<file path="config.mk">
export PLATFORM = sky130hd
export DESIGN_NAME = rgb_gray_stage
export DESIGN_NICKNAME = d
export VERILOG_FILES = /design/src/rtl/rgb_gray_stage.sv
export SDC_FILE = /design/constraint.sdc
export NUM_CORES = 1
export LEC_CHECK = 0
export CELL_PAD_IN_SITES_DETAIL_PLACEMENT = 1
export CELL_PAD_IN_SITES_GLOBAL_PLACEMENT = 2
export CORE_AREA = 5 5 129 162
export CTS_CLUSTER_DIAMETER = 150
export CTS_CLUSTER_SIZE = 8
export DETAILED_ROUTE_END_ITERATION = 8
export DIE_AREA = 0 0 134 167
export PLACE_DENSITY_LB_ADDON = 0.1
export RECOVER_POWER = 100
export SYNTH_ARGS = -nofsm -noshare
export SYNTH_HDL_FRONTEND = slang
export SYNTH_SLANG_ARGS = --single-unit
</file>
<file path="constraint.sdc">
create_clock -name clk_i -period 2.8 [get_ports clk_i]
set_input_delay 0.56 -clock clk_i [delete_from_list [all_inputs] [get_ports clk_i]]
set_output_delay 0.56 -clock clk_i [all_outputs]
set_load 0.02 [all_outputs]
</file>
<file path="src/rtl/rgb_gray_stage.sv">
// rgb_gray_stage: captures LFSR pixels, converts RGB888 to 8-bit luma in a
// 2-stage pipeline and buffers results in a valid/ready FIFO.
module rgb_gray_stage #(
   parameter int FIFO_DEPTH = 4
) (
   input  logic                          clk_i,
   input  logic                          nreset_i,
   input  logic                          en_i,
   input  logic [23:0]                   px_i,
   input  logic                          px_rdy_i,
   input  logic                          px_done_i,
   output logic                          lfsr_en_o,
   output logic [7:0]                    gray_o,
   output logic                          gray_valid_o,
   input  logic                          gray_ready_i,
   output logic                          gray_done_o,
   output logic                          overflow_o,
   output logic [$clog2(FIFO_DEPTH):0]   fifo_level_o
);
   localparam int AW = $clog2(FIFO_DEPTH);
   localparam int LW = AW + 1;

   typedef enum logic [1:0] {IDLE, RUN, DRAIN, DONE} state_t;

   state_t          state_q, state_d;
   logic            s1_valid_q, s1_valid_d;
   logic [15:0]     r_prod_q, r_prod_d, g_prod_q, g_prod_d, b_prod_q, b_prod_d;
   logic            s2_valid_q, s2_valid_d;
   logic [7:0]      gray2_q, gray2_d;
   logic [7:0]      mem_q [FIFO_DEPTH];
   logic [7:0]      mem_d [FIFO_DEPTH];
   logic [AW-1:0]   wr_ptr_q, wr_ptr_d, rd_ptr_q, rd_ptr_d;
   logic [LW-1:0]   level_q, level_d, level_nv;
   logic            overflow_q, overflow_d;
   logic            accept, pop, push, drop, full, drained, abort, start;
   logic [15:0]     sum;

   assign lfsr_en_o    = state_q == RUN;
   assign gray_done_o  = state_q == DONE;
   assign gray_valid_o = level_q != '0;
   assign gray_o       = mem_q[rd_ptr_q];
   assign overflow_o   = overflow_q;
   assign fifo_level_o = level_q;

   always_comb begin
      accept   = state_q == RUN && px_rdy_i && !px_done_i;
      pop      = gray_valid_o && gray_ready_i;
      full     = level_q == LW'(FIFO_DEPTH);
      push     = s2_valid_q && (!full || pop);
      drop     = s2_valid_q && !push;
      level_nv = level_q + LW'(push) - LW'(pop);
      drained  = !accept && !s1_valid_q && level_nv == '0;
      sum      = r_prod_q + g_prod_q + b_prod_q;
   end

   always_comb begin
      state_d = state_q;
      case (state_q)
         IDLE:    state_d = en_i ? RUN : IDLE;
         RUN:     state_d = !en_i ? IDLE : px_done_i ? DRAIN : RUN;
         DRAIN:   state_d = !en_i ? IDLE : drained ? DONE : DRAIN;
         default: state_d = !en_i ? IDLE : DONE;
      endcase
      abort = state_q != IDLE && state_d == IDLE;
      start = state_q == IDLE && state_d == RUN;
   end

   // Coefficients sum to 256, so the top byte of the product sum is the luma.
   always_comb begin
      s1_valid_d = !abort && accept;
      r_prod_d   = accept ? 16'(px_i[23:16]) * 16'd77  : r_prod_q;
      g_prod_d   = accept ? 16'(px_i[15:8])  * 16'd150 : g_prod_q;
      b_prod_d   = accept ? 16'(px_i[7:0])   * 16'd29  : b_prod_q;
      s2_valid_d = !abort && s1_valid_q;
      gray2_d    = s1_valid_q ? sum[15:8] : gray2_q;
      mem_d      = mem_q;
      if (push && !abort) mem_d[wr_ptr_q] = gray2_q;
      wr_ptr_d   = abort ? '0 : wr_ptr_q + AW'(push);
      rd_ptr_d   = abort ? '0 : rd_ptr_q + AW'(pop);
      level_d    = abort ? '0 : level_nv;
      overflow_d = start ? 1'b0 : overflow_q | drop;
   end

   always_ff @(posedge clk_i or negedge nreset_i) begin
      if (!nreset_i) begin
         state_q    <= IDLE;
         s1_valid_q <= 1'b0;
         r_prod_q   <= '0;
         g_prod_q   <= '0;
         b_prod_q   <= '0;
         s2_valid_q <= 1'b0;
         gray2_q    <= '0;
         for (int i = 0; i < FIFO_DEPTH; i++) mem_q[i] <= '0;
         wr_ptr_q   <= '0;
         rd_ptr_q   <= '0;
         level_q    <= '0;
         overflow_q <= 1'b0;
      end else begin
         state_q    <= state_d;
         s1_valid_q <= s1_valid_d;
         r_prod_q   <= r_prod_d;
         g_prod_q   <= g_prod_d;
         b_prod_q   <= b_prod_d;
         s2_valid_q <= s2_valid_d;
         gray2_q    <= gray2_d;
         mem_q      <= mem_d;
         wr_ptr_q   <= wr_ptr_d;
         rd_ptr_q   <= rd_ptr_d;
         level_q    <= level_d;
         overflow_q <= overflow_d;
      end
   end
endmodule

</file>
Word-level counts from Yosys, hierarchy flattened
Cells that the tools add are included.
- register bits after elaboration: 95
- latch bits: 0
- memory bits (writable): 0
- bits in read-only memories: 0
- output and inout bits: 15
- logic and storage cells: 77
- memories kept: 0
- add/sub/neg operators: 6
- $mul: 3
- divide/modulo/power cells: 0
- magnitude comparators: 3
- equality and inequality tests: 5
- shift-type cells: 0
- muxes and demuxes: 17
- bitwise gates (word level): 3
- reduce and logical (&&, ||, !) cells: 25
- operator list (kind ; count):
    32-bit bitwise mux ; 1
    8-bit by 7-bit multiplier with 15-bit output, second input constant ; 2
    8-bit 2-to-1 mux ; 3
    15-bit by 16-bit adder with 16-bit output ; 1
    16-bit by 13-bit adder with 16-bit output ; 1
    8-bit binary-select mux with 2-bit select ; 1
    8-bit demux with 2-bit select ; 1
    1-bit logical AND ; 13
    8-bit by 5-bit multiplier with 13-bit output, second input constant ; 1
    2-bit 2-to-1 mux ; 6
    3-bit greater-or-equal comparator, second input constant ; 2
    1-bit zero test ; 6
    2-bit inverter with 3-bit output ; 2
    2-bit one-hot mux with 3 select lines ; 1
    2-bit by 1-bit adder with 2-bit output ; 2
    2-bit by 1-bit == test with 1-bit output, second input constant ; 2
    2-bit == test, second input constant ; 2
    2-bit zero test ; 2
    3-bit by 1-bit adder with 3-bit output ; 1
    3-bit == test, second input constant ; 1
    3-bit zero test ; 1
    3-bit by 1-bit < comparator with 1-bit output, second input constant ; 1
    1-bit 2-to-1 mux ; 3
    3-bit 2-to-1 mux ; 1
    5 further kinds ; 5

Logic depth before layout (Yosys ltp)
Gate-level depths: netlist (run 1).
- word-level depth: 15
- gate-level depth with buffers: 13
- mapped depth without buffers: 13

Worst setup path before layout (run 1)
OpenSTA, ideal clock, no wires.
- kind: in2reg
- start point: input port px_i[12]
- end point: register g_prod_q[15]
- library setup time: 0.133 ns
- arrival time: 3.606 ns
- setup slack: -0.938 ns
- stages on the path: 12
- path buffers: 0
- path through: ha_1 > ha_1 > inv_1 > fa_1 > fa_1 > inv_1 > ha_1 > or4_1 > o22ai_2 > o21ai_2 > a2111oi_2 > nor3_1
- word-level cells in the longest chain between the ends: 1
- ends and longest elaborated chain (item ; line ; source):
    start, declared ; 9 ; input logic [23:0] px_i,
    8-bit by 7-bit multiplier with 15-bit output ; 72 ; g_prod_d = accept ? 16'(px_i[15:8]) * 16'd150 : g_prod_q;
    end signal, assigned ; 102 ; g_prod_q <= g_prod_d;
    end, declared ; 27 ; logic [15:0] r_prod_q, r_prod_d, g_prod_q, g_prod_d, b_prod_q, b_prod_d;
Every way passes these cells.
A chain may end at the register's enable or synchronous reset.

Worst setup path after layout (run 1)
- start point: input port px_i[20]
- end point: register r_prod_q[12]
- word-level cells in the longest chain between the ends: 1
- ends and longest elaborated chain (item ; line ; source):
    8-bit by 7-bit multiplier with 15-bit output ; 71 ; r_prod_d = accept ? 16'(px_i[23:16]) * 16'd77 : r_prod_q;
    end signal, assigned ; 101 ; r_prod_q <= r_prod_d;
    end, declared ; 27 ;
Every way passes these cells.

==> results.txt, run 1 <==
Die Y = 167 um
Congestion Overflow GR = 0
routing layer with the top usage in global route = met2
CP startpoint kind = primary input
Setup WS post-layout = -0.454 ns
initial standard-cell utilization of the core = 39.1%
Yosys warning total = 0
global routing usage summed across all routing layers = 17.4%
flop and latch count out of synthesis = 95
DRC violation total after the first TritonRoute iteration = 129
clock tree root buffer cell = clkbuf_16
Inserted Clock Buffers = 9
status = finished with violations
clock buffer depth = 2
final hold vios = 0
die extent in x = 134 um
top cell type's share of synthesized area = 31.7%
critical setup path kind = primary input to flip-flop
multiplexer share of the synthesized area = 8.67%
site row count = 57
failing checks = setup timing
setup repair after global routing missed its margin = true
number of max-cap violations = 0
final hold slack = 0.474 ns
Tmin final = 3.25 ns
final core utilization = 53.2%
final worst path period share = 116%
Leakage Power = 4.94 nW
post-synthesis sequential area ratio = 31.7%
startpoint of the worst setup timing path = px_i[20]
pin count of the biggest net entering global routing = 50
clock-pin slew reported for the worst setup and hold paths after clock tree synthesis = 0.08 ns
share of layout cells above drive strength 1 = 36.6%
routability congestion estimate from global placement = 0.773
detailed-routing iteration count for the pre-antenna-repair pass = 2
number of sinks driven by the clock tree = 95
worst min path class = primary input to async pin
placed cell areas = 9130 um2
average via count per standard cell = 5.09
half-perimeter wire length of the detailed placement result = 14.5 mm
biggest fanout along the worst timing path = 4
GR Util met1 = 18.3%
leading post-synthesis cells by cell area = dfrtp_1 (32%), ha_1 (20%), fa_1 (10%)
max-slew violation count = 0
post-synthesis area per instance = 10.6 um2
antenna violations before repair = 0
worst path required time = 3.05 ns
area added between synthesis and finish = 36.2%
number of flops mapped to enable cells by yosys = 0
number of nets in the synthesized netlist = 896
number of endpoints failing setup at the final stage = 20
number of cells produced by synthesis = 710
final std cell area, no fill = 10200 um2
total vias in the final route = 5665
distinct cell type count after synthesis = 61
area fraction in compound gates after synthesis = 9.58%
fraction of met2 tracks used by global routing = 35.2%
Fin Clk Skew = 0.00884 ns
most frequently used flop master after synthesis = dfrtp_1
transition time at the pin with the least slew margin = 1.32 ns
adder-cell share of the synthesized area = 30.0%
power after layout = 0.00924 W
ratio of total power to cell area = 905 nW/um2
startpoint of the worst-slack reg-to-reg timing path = r_prod_q[5]$_DFFE_PN0P_
peak supply drop = 0.428 mV
XOR/XNOR Fraction of Synth Area = 3.51%
fmax = 307 MHz
CORE AREA = 19200 um2
worst slew slack as a fraction of its limit = 12.0%
remaining number of nets flagged by the antenna check after routing = 0
post-layout net count = 1057
number of global-route vias before repair = 6582
global-route wire length before repair = 31.6 mm
Remaining DRCs = 0
arrival time at the worst endpoint = 3.50 ns
full die area = 22400 um2
Critical Path End Type = flip-flop
number of antenna diodes = 0
io pins = 45
TritonCTS clock tree = done
area leader, netlist = dfrtp_1
main combinational cell family by area after synthesis = adder cells
async set or reset register ratio after synthesis = 100%
wire per inst = 17.0 um
sum of routed wire length over all layers = 18.9 mm
fraction of the mapped netlist area in simple logic gates = 11.0%
number of levels in the clock H-tree = 3
quantity of I/O buffers inserted on ports = 44
global routing usage on met3 = 2.56%
clock insertion delay at the later pin of the skew report = 0.35 ns
post-synth design cell area = 7490 um2
-- where the power goes --
group          switching (W)  internal (W)  leakage (nW)
clock network       0.000615      0.000640         0.151
logic                0.00286       0.00293          3.56
registers           0.000405       0.00180          1.23
total                0.00388       0.00537          4.94
-- state kept, by name, indices dropped and copies added (netlist names), 2 cells and up --
name,cells
mem_q,32
g_prod_q,15
r_prod_q,15
b_prod_q,13
gray2_q,8
fifo_level_o,3
rd_ptr_q,2
state_q,2
wr_ptr_q,2
-- cells in the mapped netlist (4+ instances only) --
| cell | number |
|---|---|
| a211oi_1 | 5 |
| nor2b_1 | 8 |
| o21a_1 | 11 |
| fa_1 | 39 |
| dfrtp_1 | 95 |
| inv_1 | 90 |
| or3_1 | 5 |
| xnor2_1 | 15 |
| nand2_1 | 77 |
| and2_1 | 4 |
| xor2_1 | 15 |
| o21ai_0 | 33 |
| ha_1 | 117 |
| o31ai_1 | 6 |
| nor3_1 | 9 |
| a21o_1 | 4 |
| a21oi_1 | 28 |
| nand3_1 | 7 |
| o21bai_1 | 4 |
| clkbuf_1 | 9 |
| mux2_2 | 39 |
| mux4_2 | 8 |
| nor2_1 | 26 |
| nor3b_1 | 6 |
-- cell usage in the layout (no fill, tap or decap), types with 5 or more instances in the layout --
master,synthesis,routed
buf_4,0,96
dfrtp_1,95,95
ha_1,117,78
nand2_1,77,76
inv_1,90,70
mux2_2,39,39
fa_1,39,37
ha_4,0,34
buf_6,0,22
inv_2,0,19
nor2_1,26,19
o21ai_1,2,18
dlygate4sd3_1,0,18
a21oi_1,28,17
xor2_1,15,13
xnor2_1,15,11
o21a_1,11,11
nor2b_1,8,9
o21ai_0,33,9
a21oi_2,0,9
clkbuf_16,0,9
mux4_2,8,8
nor3_1,9,8
o21ai_2,2,7
nor3b_1,6,6
clkbuf_2,0,6
a211oi_1,5,5
ha_2,0,5
buf_2,1,5
clkbuf_1,9,5
-- cells by family after synthesis --
kind of cell               after synthesis
and+or+nand+nor                        165
adders and majority gates              156
AOI/OAI and AO/OA                      109
buffers and inverters                  105
DFF                                     95
muxes                                   50
xor gates and xnor gates                30
-- stage by stage --
step,worst slack (ns),std cells,setup TNS [ns]
floorplan,-0.672,710,-5.95
global route,-0.551,1112,-7.41
CTS,-0.579,1104,-5.86
global placement,-1.33,1078,-26.80
finish,-0.454,1112,-5.20
detailed placement,-1.42,1078,-28.63
-- worst max-delay path, cell delays in order --
cell and delay [ns]:
buf_12 0.11, ha_4 0.24, ha_4 0.26, inv_2 0.03, fa_1 0.47, fa_1 0.52
inv_2 0.05, ha_4 0.16, or3_4 0.36, o221a_4 0.25, o41ai_4 0.24, xor2_1 0.18
o21ai_1 0.07
-- layer usage --
layer  routed length (um)  share of wire [%]
met5                    0                  0
met4                  284                1.5
met3                  323                1.7
met2                11300                 60
met1                 7030                 37
-- worst paths after layout --
check,end,slack (ns),cells past startpoint
worst min-delay path,mem_q[13]$_DFFE_PN0P_,0.47,1
worst min register to register,b_prod_q[0]$_DFFE_PN0P_,0.48,2
worst max register to register,gray2_q[3]$_DFFE_PN0P_,0.05,9
min in group clk_i,b_prod_q[0]$_DFFE_PN0P_,0.48,2
max in group asynchronous,rd_ptr_q[1]$_DFF_PN0_,0.53,2
worst max-delay path,r_prod_q[12]$_DFFE_PN0P_,-0.45,13
-- area by class of cell --
type,count,area [um2]
Clock buffer,9,225
Clock inverter,7,83.8
Fill cell,2056,8970
Inverter,90,340
Multi-Input combinational cell,510,5510
Sequential cell,95,2380
Tap cell,236,295
Timing Repair Buffer,165,1380
-- repair_timing --
action                                  in CTS  in global routing
hold buffers                                 0                  0
pin swaps                                   75                 66
gates resized for setup                    167                 79
setup buffers                               14                 15
endpoints found under the setup margin      33                 31
Power figures use the tool's default switching activity.
==> run 2, diff against run 1 <==
--- a/config.mk
+++ b/config.mk
@@ -7,11 +7,11 @@
 export LEC_CHECK = 0
 export CELL_PAD_IN_SITES_DETAIL_PLACEMENT = 1
 export CELL_PAD_IN_SITES_GLOBAL_PLACEMENT = 2
-export CORE_AREA = 5 5 129 162
+export CORE_AREA = 5 5 123 154
 export CTS_CLUSTER_DIAMETER = 150
 export CTS_CLUSTER_SIZE = 8
 export DETAILED_ROUTE_END_ITERATION = 8
-export DIE_AREA = 0 0 134 167
+export DIE_AREA = 0 0 128 159
 export PLACE_DENSITY_LB_ADDON = 0.1
 export RECOVER_POWER = 100
 export SYNTH_ARGS = -nofsm -noshare
==> constraint.sdc (replaced) <==
create_clock -name clk_i -period 4.2 [get_ports clk_i]
set_input_delay 0.84 -clock clk_i [delete_from_list [all_inputs] [get_ports clk_i]]
set_output_delay 0.84 -clock clk_i [all_outputs]
set_load 0.02 [all_outputs]
==> results.txt, run 2 (synthesis gave the netlist of run 1 again) <==
Die Y = 159 um
final hold vios = 0
failing checks = capacitance limit, slew limit
Leakage Power = 4.54 nW
Fin Clk Skew = 0.0102 ns
pin count of the biggest net entering global routing = 46
Congestion Overflow GR = 0
final hold slack = 0.486 ns
post-layout instance count excluding filler cells = 1043
CP startpoint kind = primary input
site row count = 54
worst min path class = flip-flop to flip-flop
DRC violation total after the first TritonRoute iteration = 193
final worst path period share = 97.2%
initial standard-cell utilization of the core = 43.3%
share of layout cells above drive strength 1 = 16.6%
startpoint of the worst-slack reg-to-reg timing path = r_prod_q[5]$_DFFE_PN0P_
transition time at the pin with the least slew margin = 2.40 ns
antenna violations before repair = 0
max-slew violation count = 46
sum of routed wire length over all layers = 16.7 mm
clock tree root buffer cell = clkbuf_16
number of sinks driven by the clock tree = 95
startpoint of the worst setup timing path = px_i[11]
peak supply drop = 0.343 mV
flip-flop count of the largest register after layout = 32
area added between synthesis and finish = 18.9%
critical setup path kind = primary input to flip-flop
post-layout net count = 1000
half-perimeter wire length of the detailed placement result = 14.0 mm
die extent in x = 128 um
largest registers = mem_q x32, g_prod_q x15, r_prod_q x15
fmax = 245 MHz
clock buffer depth = 2
worst path required time = 4.44 ns
worst slew slack as a fraction of its limit = -60.3%
status = finished with violations
number of levels in the clock H-tree = 3
TritonCTS clock tree = done
biggest fanout along the worst timing path = 4
full die area = 20400 um2
total vias in the final route = 5418
Remaining DRCs = 0
number of antenna diodes = 0
routability congestion estimate from global placement = 0.771
average via count per standard cell = 5.19
ratio of total power to cell area = 586 nW/um2
commonest non-fill, non-tap cells in the layout = ha_1 (114), dfrtp_1 (95), inv_1 (90), nand2_1 (78), buf_4 (53)
global routing usage summed across all routing layers = 17.5%
io pins = 45
number of endpoints failing setup at the final stage = 0
Tmin final = 4.08 ns
# placed instances = 1027
wire per inst = 16.1 um
number of global-route vias before repair = 6138
arrival time at the worst endpoint = 4.32 ns
Inserted Clock Buffers = 9
Top reg by flops = mem_q
HP Start = b_prod_q[0]$_DFFE_PN0P_
clock-pin slew reported for the worst setup and hold paths after clock tree synthesis = 0.07 ns
number of max-cap violations = 1
global-route wire length before repair = 29.0 mm
CORE AREA = 17300 um2
detailed-routing iteration count for the pre-antenna-repair pass = 4
remaining number of nets flagged by the antenna check after routing = 0
clock insertion delay at the later pin of the skew report = 0.36 ns
number of hold-repair buffers added at the cts stage = 0
most frequent standard cell in the layout excluding fill and tap cells = ha_1
quantity of I/O buffers inserted on ports = 44
Critical Path End Type = flip-flop
run 2: cell count changes in the layout (fill, tap and decap cells not counted), sizes merged:
cell,before,now
clkdlybuf4s50,2,18
clkinv,4,3
clkdlybuf4s15,2,0
buf,127,53
dlygate4sd3,18,21
clkbuf,21,22
dlymetal6s2s,1,4
dlygate4sd2,3,0
run 2: critical path, stage by stage:
cell and delay (ns):
clkdlybuf4s50_1 0.44, ha_1 0.31, ha_1 0.18, inv_1 0.07
fa_1 0.44, fa_1 0.50, inv_1 0.04, ha_1 0.21
buf_4 0.15, o21a_1 0.19, o21a_1 0.20, o22ai_4 0.19
o21ai_2 0.10, a2111oi_4 0.38, nor3_2 0.08
run 2: timing repair:
item                                    CTS  global route
setup buffers                             0             0
gates cloned                              0             0
endpoints found under the setup margin    1            11
resized for setup                         0            18
pin swaps                                 2             8
run 2: area by class of cell:
| class | instances | area [um2] |
|---|---|---|
| Inverter | 90 | 338 |
| Fill cell | 1958 | 8390 |
| Timing Repair Buffer | 108 | 898 |
| Multi-Input combinational cell | 510 | 4710 |
| Clock inverter | 6 | 62.6 |
| Sequential cell | 95 | 2380 |
| Clock buffer | 10 | 239 |
| Tap cell | 224 | 280 |
run 2: worst paths after layout:
check | slack [ns] | end | cells past startpoint
hold / removal | 0.49 | b_prod_q[0]$_DFFE_PN0P_ | 2
hold reg to reg | 0.49 | b_prod_q[0]$_DFFE_PN0P_ | 2
min in group asynchronous | 1.21 | mem_q[6]$_DFFE_PN0P_ | 1
setup / recovery | 0.12 | g_prod_q[15]$_DFFE_PN0P_ | 15
max in group asynchronous | 1.24 | g_prod_q[14]$_DFFE_PN0P_ | 2
setup reg to reg | 0.78 | gray2_q[4]$_DFFE_PN0P_ | 8
run 2: power by group:
| part | switching (W) | internal [W] | total [W] | leakage (nW) |
|---|---|---|---|---|
| Combinational | 0.00149 | 0.00141 | 0.00290 | 3.17 |
| Clock | 0.000391 | 0.000434 | 0.000824 | 0.148 |
| Sequential | 0.000296 | 0.00120 | 0.00150 | 1.23 |
run 2: metrics by stage:
step / power, W / setup WS [ns] / TNS (ns) / utilization (%) / cell area, um2
after global placement: 0.00439 / -0.349 / -2.44 / 49.8 / 8610
after CTS: 0.00539 / 0.0102 / 0 / 51.5 / 8920
after global routing: 0.00578 / -0.00984 / -0.00984 / 51.5 / 8910
final: 0.00522 / 0.118 / 0 / 51.5 / 8910
after floorplan: 0.00353 / 0.182 / 0 / - / 7490
after detailed placement: 0.00453 / -0.429 / -3.81 / 49.8 / 8610
run 2: layer usage:
metal  vias to the layer above  GRT usage, %  wire [um]
met5                         -             0          0
met4                         0          5.12        284
met3                        18          2.38        275
met2                        40          33.8       9700
met1                      2722          19.6       6490
li1                       2638             -          -
